## config.mk

```make
export PLATFORM = sky130hd
export DESIGN_NAME = rsignpipe
export DESIGN_NICKNAME = d
export VERILOG_FILES = /design/src/rtl/rsignpipe_pkg.sv /design/src/rtl/rsignpipe_rsignstage.sv /design/src/rtl/rsignpipe.sv
export SDC_FILE = /design/constraint.sdc
export NUM_CORES = 1
export LEC_CHECK = 0
export CELL_PAD_IN_SITES_DETAIL_PLACEMENT = 2
export CELL_PAD_IN_SITES_GLOBAL_PLACEMENT = 2
export CORE_MARGIN = 2
export CORE_UTILIZATION = 18
export DETAILED_ROUTE_END_ITERATION = 10
export PLACE_DENSITY_LB_ADDON = 0.1
export SETUP_SLACK_MARGIN = 0.15
export SLEW_MARGIN = 0
export SYNTH_ARGS = -nofsm -noshare
export SYNTH_HDL_FRONTEND = slang
export SYNTH_HIERARCHICAL = 1
export SYNTH_SLANG_ARGS = --single-unit
export TNS_END_PERCENT = 10
```

## constraint.sdc

```tcl
create_clock -name clk -period 1.94 [get_ports clk]
set_input_delay 0.582 -clock clk [delete_from_list [all_inputs] [get_ports clk]]
set_output_delay 0.582 -clock clk [all_outputs]
set_load 0.005 [all_outputs]
```

## src/rtl/rsignpipe_pkg.sv

```systemverilog
// Shared FPU definitions used by the result-sign pipeline: operation
// encoding and rounding-mode constants.
package rsignpipe_pkg;

   typedef enum logic [2:0] {
      OP_FMA   = 3'd0,
      OP_DIV   = 3'd1,
      OP_SQRT  = 3'd2,
      OP_CVT   = 3'd3,
      OP_SGNJ  = 3'd4,
      OP_SGNJN = 3'd5,
      OP_SGNJX = 3'd6,
      OP_NONE  = 3'd7
   } rsign_op_t;

   localparam logic [2:0] FRM_RNE = 3'b000;
   localparam logic [2:0] FRM_RTZ = 3'b001;
   localparam logic [2:0] FRM_RDN = 3'b010;
   localparam logic [2:0] FRM_RUP = 3'b011;
   localparam logic [2:0] FRM_RMM = 3'b100;

endpackage

```

## src/rtl/rsignpipe_rsignstage.sv

```systemverilog
// One elastic register stage: a valid bit plus an NLANE-wide sign vector.
// The sign vector is only rewritten when a valid entry is loaded, so a
// stalled or drained stage keeps presenting its last value.
module rsignstage #(
   parameter int NLANE = 1
) (
   input  logic             clk,
   input  logic             reset,
   input  logic             flush,
   input  logic             load,
   input  logic             in_valid,
   input  logic [NLANE-1:0] in_sign,
   output logic             valid,
   output logic [NLANE-1:0] sign
);

   logic             valid_d, valid_q;
   logic [NLANE-1:0] sign_d, sign_q;

   // next-state: load from upstream when advancing; flush kills only the valid bit
   always_comb begin
      valid_d = valid_q;
      sign_d  = sign_q;
      if (load) begin
         valid_d = in_valid;
         if (in_valid) begin
            sign_d = in_sign;
         end
      end
      if (flush) begin
         valid_d = 1'b0;
      end
   end

   // state registers with synchronous reset
   always_ff @(posedge clk) begin
      if (reset) begin
         valid_q <= 1'b0;
         sign_q  <= '0;
      end else begin
         valid_q <= valid_d;
         sign_q  <= sign_d;
      end
   end

   assign valid = valid_q;
   assign sign  = sign_q;

endmodule

```

## src/rtl/rsignpipe.sv

```systemverilog
// Pipelined result-sign unit: resolves the per-lane sign for FMA, divide,
// square-root, convert and sign-injection results, then carries it through
// STAGES elastic stages so it lines up with the pipelined rounder.
module rsignpipe
   import rsignpipe_pkg::*;
#(
   parameter int NLANE  = 1,
   parameter int STAGES = 2
) (
   input  logic                           clk,
   input  logic                           reset,
   input  logic                           Flush,
   input  logic                           InValid,
   output logic                           InReady,
   input  rsign_op_t                      Op,
   input  logic [2:0]                     Frm,
   input  logic [NLANE-1:0]               Xs,
   input  logic [NLANE-1:0]               Ys,
   input  logic [NLANE-1:0]               FmaSs,
   input  logic [NLANE-1:0]               FmaZeroSum,
   input  logic [NLANE-1:0]               CvtCs,
   output logic                           OutValid,
   input  logic                           OutReady,
   output logic [NLANE-1:0]               Ms,
   output logic [$clog2(STAGES+1)-1:0]    Occ
);

   localparam int OCC_W = $clog2(STAGES+1);

   logic [NLANE-1:0]  sign_in;
   logic [STAGES-1:0] v;
   logic [STAGES-1:0] adv;
   logic [NLANE-1:0]  sgn [STAGES];
   logic              full_run;
   logic              accept;
   logic [OCC_W-1:0]  occ_sum;

   // per-lane sign selection; an exact-zero FMA sum is -0 only when rounding down
   always_comb begin
      sign_in = '0;
      for (int l = 0; l < NLANE; l++) begin
         case (Op)
            OP_FMA:   sign_in[l] = FmaZeroSum[l] ? (Frm == FRM_RDN) : FmaSs[l];
            OP_DIV:   sign_in[l] = Xs[l] ^ Ys[l];
            OP_SQRT:  sign_in[l] = Xs[l];
            OP_CVT:   sign_in[l] = CvtCs[l];
            OP_SGNJ:  sign_in[l] = Ys[l];
            OP_SGNJN: sign_in[l] = ~Ys[l];
            OP_SGNJX: sign_in[l] = Xs[l] ^ Ys[l];
            OP_NONE:  sign_in[l] = 1'b0;
            default:  sign_in[l] = 1'b0;
         endcase
      end
   end

   // a stage may load unless it and every stage below it are full and the
   // consumer is stalling; written as a running AND to avoid a comb loop on adv
   always_comb begin
      full_run = 1'b1;
      adv      = '0;
      for (int i = STAGES - 1; i >= 0; i--) begin
         full_run = full_run & v[i];
         adv[i]   = OutReady | ~full_run;
      end
   end

   assign InReady = adv[0];
   assign accept  = InValid & adv[0] & ~Flush;

   for (genvar g = 0; g < STAGES; g++) begin : g_stage
      if (g == 0) begin : g_first
         rsignstage #(.NLANE(NLANE)) u_stage (
            .clk      (clk),
            .reset    (reset),
            .flush    (Flush),
            .load     (adv[g]),
            .in_valid (accept),
            .in_sign  (sign_in),
            .valid    (v[g]),
            .sign     (sgn[g])
         );
      end else begin : g_next
         rsignstage #(.NLANE(NLANE)) u_stage (
            .clk      (clk),
            .reset    (reset),
            .flush    (Flush),
            .load     (adv[g]),
            .in_valid (v[g-1]),
            .in_sign  (sgn[g-1]),
            .valid    (v[g]),
            .sign     (sgn[g])
         );
      end
   end

   // occupancy is simply the number of valid stages
   always_comb begin
      occ_sum = '0;
      for (int i = 0; i < STAGES; i++) begin
         occ_sum = occ_sum + OCC_W'(v[i]);
      end
   end

   assign Occ      = occ_sum;
   assign OutValid = v[STAGES-1];
   assign Ms       = sgn[STAGES-1];

endmodule
```

==> results of run 1 <==
[sequential cells by signal, indices dropped and copies added (netlist names)]
register,cells
g_stage.g_next.u_stage/sign,1
g_stage.g_next.u_stage/valid,1
g_stage.g_first.u_stage/sign,1
g_stage.g_first.u_stage/valid,1
[power groups by stage]
stage	Sequential, mW	Combinational (mW)	Clock (mW)
2_1_floorplan	0.0872	0.0234	0
3_3_place_gp	0.0877	0.0643	0
3_5_place_dp	0.0881	0.0696	0
4_1_cts	0.0850	0.0698	0.104
5_1_grt	0.0851	0.0750	0.114
6_report	0.0849	0.0685	0.0978
[what timing repair did]
item,in CTS,in global routing
resized for setup,12,5
setup endpoints to repair,4,2
hold buffers,0,0
cloned,0,0
[critical path: stages]
cell,delay [ns]
dlygate4sd2_1,0.25
nand2b_4,0.14
clkdlybuf4s15_1,0.20
[layout make-up]
| cell class | instances | area [sq um] | area share, % |
|---|---|---|---|
| Multi-Input combinational cell | 30 | 243 | 40.8 |
| Clock buffer | 3 | 22.5 | 3.78 |
| Timing Repair Buffer | 21 | 214 | 35.9 |
| Inverter | 2 | 7.51 | 1.26 |
| Sequential cell | 4 | 87.6 | 14.7 |
| Tap cell | 17 | 21.3 | 3.57 |
[cell families (layout without fill, tap and decap cells)]
| kind of cell | after synthesis | count (layout) | synth area share [%] |
|---|---|---|---|
| simple gates | 15 | 15 | 29.2 |
| mux | 2 | 2 | 6.40 |
| buf+inv | 3 | 26 | 4.80 |
| fa+ha+maj | 1 | 1 | 4.00 |
| compound gates | 11 | 11 | 27.2 |
| xor+xnor | 1 | 1 | 2.80 |
| flops | 4 | 4 | 25.6 |
[how the worst max path moves through the flow]
stage                                                 end  slack (ns)
after global routing                              InReady        0.15
after global placement                            InReady       -0.33
after detailed placement                          InReady       -0.35
after floorplan                                   InReady        0.59
final                                             InReady        0.18
after CTS                 g_stage[0].g_first.u_stage/sign        0.11
[routing by layer]
metal / wire length, um / GRT usage (%) / vias to the layer above
li1: - / - / 181
met1: 363 / 13.0 / 183
met2: 706 / 22.8 / 16
met3: 94 / 3.57 / 2
met4: 16 / 10.6 / 0
met5: 0 / 0 / -
[cell usage in the layout (no fill, tap or decap), types with 2 or more instances in the layout]
cell	count
a21bo_1	2
nor3_2	2
dlymetal6s2s_1	4
clkbuf_4	3
clkdlybuf4s50_1	12
mux2i_1	2
a21oi_1	2
inv_1	2
a21oi_2	2
nand3_1	3
nor2_1	3
dfxtp_1	2
nand2b_1	2
dlygate4sd2_1	3
dfxtp_4	2
[through the flow]
step	TNS, ns	instance area [sq um]
3_3_place_gp	-0.377	534
3_5_place_dp	-0.468	534
2_1_floorplan	0	313
6_report	0	596
5_1_grt	0	596
4_1_cts	0	581
==> results.toml, run 1 <==
[pwr]
seqPwrFrac_pct = 33.8
p_leak_nw = 0.274
share_comb_of_total_power_pct = 27.3
power_density_nw_per_um2 = 422
switching_share_pct = 23.0
p_int_uw = 193
power.total_uw = 251
p_sw_uw = 57.8
clkPwrFrac_pct = 38.9
ir_worst_vdd_v = 0.000256

[synthesis]
synth_top_area_share_pct = 25.6
syn_avg_cell_area_sq_um = 8.45
syn_nets = 54
synth_warnings = 6
synth_most_common_cell = "dfxtp_1"
synth.yosys.seq_area_share_pct = 25.6
synth_seq_cells = 4
synth_edf_count = 0
synth_top_area_cell = "dfxtp_1"
ys_types = 22
synth.area.top_cells = "dfxtp_1, a21bo_1, mux2i_1"
netlist_instances = 37
synthesis.area_sq_um = 313
synth_common_cells = "dfxtp_1, nand2b_1, nand3_1, nor2_1"
async_reset_ff_share_pct = 0
ys.flop_type = "dfxtp_1"

[critical_path]
ff2ff_path_depth = 6
path_class = "in -> out"
cp-start-kind = "primary input"
reg2reg_to = "g_stage[0].g_first.u_stage/sign"
r2r_start = "g_stage[0].g_first.u_stage/valid"
cp.required_ns = 1.36
end_kind = "output pin"
crit_fanout = 2
r2r_slack_ns = 0.65
crit_arrival_ns = 1.18
startpoint = "OutReady"

[sta]
min_period_over_period_pct = 90.6
hold_viol_final = 0
skew_ns = 0.00129
tightest_slew_ns = 0.242
rsz0062_at_grt = "true"
max_freq_ghz = 0.569
slew_headroom_pct = 83.8
setup_viol = 0
whs_ns = 0.500
setup_ws_ns = 0.183
fin_crit_ns = 1.76
maxSlewViolCount = 0

[floorplanning]
rows = 15
start_util_pct = 18.7
die_w_um = 45.7
coreArea_sq_um = 1670
io_pins = 21
die_y_um = 45.7
dieArea_sq_um = 2090

[detailed_routing]
drt-wirelength-per-cell_um = 15.3
viasPerCell = 4.96
ant_nets = 0
drcViolationCount = 0
finalWirelength_mm = 1.18
dr_total_vias = 382
first_iter_violations = 0
first_pass_iters = 1

[final_layout]
finalCoreUtilization_pct = 35.7
fillers = 191
nets = 79
drive_above_1_share_pct = 21.7
final_cells = 77
diodes = 0
area.growth.synth_to_final_pct = 90.4

[placed_design]
placed_cells = 74
io_buffer_count = 20
dp_hpwl_mm = 1.01
gp_congestion = 0.720
place_ws_ns = -0.349

[run_status]
status = "finished, final reports clean"

[global_route]
grt_start_max_net_pins = 7
grt.total_usage_pct = 13.2
first_global_vias = 450
grt_pass1_wl_mm = 1.88
antenna_found_initial = 0
grt-ovfl-total = 0

[clocking]
cts.sinks = 4
cts_buffer_depth = 2
worstSkewPairLatency_ns = 0.23
ctsRootBufferMaster = "clkbuf_4"
post_cts.repair.setup_buffers = 0
htreeDepth = 1
tritoncts = "built"
clkTransAtPathRegs_ns = 0.03
numCtsBuffers = 3

[min_path]
holdPathEnd = "g_stage[1].g_next.u_stage/sign"
hold_class = "reg -> reg"
hold_start = "g_stage[0].g_first.u_stage/sign"
whs_path_depth = 2

[job]
maxCapViolCount = 0
Note: power is estimated with default switching activity, not from simulation.
==> run 2: changes to the inputs <==
--- a/config.mk
+++ b/config.mk
@@ -5,6 +5,7 @@
 export SDC_FILE = /design/constraint.sdc
 export NUM_CORES = 1
 export LEC_CHECK = 0
+export CAP_MARGIN = 40
 export CELL_PAD_IN_SITES_DETAIL_PLACEMENT = 2
 export CELL_PAD_IN_SITES_GLOBAL_PLACEMENT = 2
 export CORE_MARGIN = 2
==> results of run 2 <==
No change in the layout: final DEF, timing and power equal those of run 1.
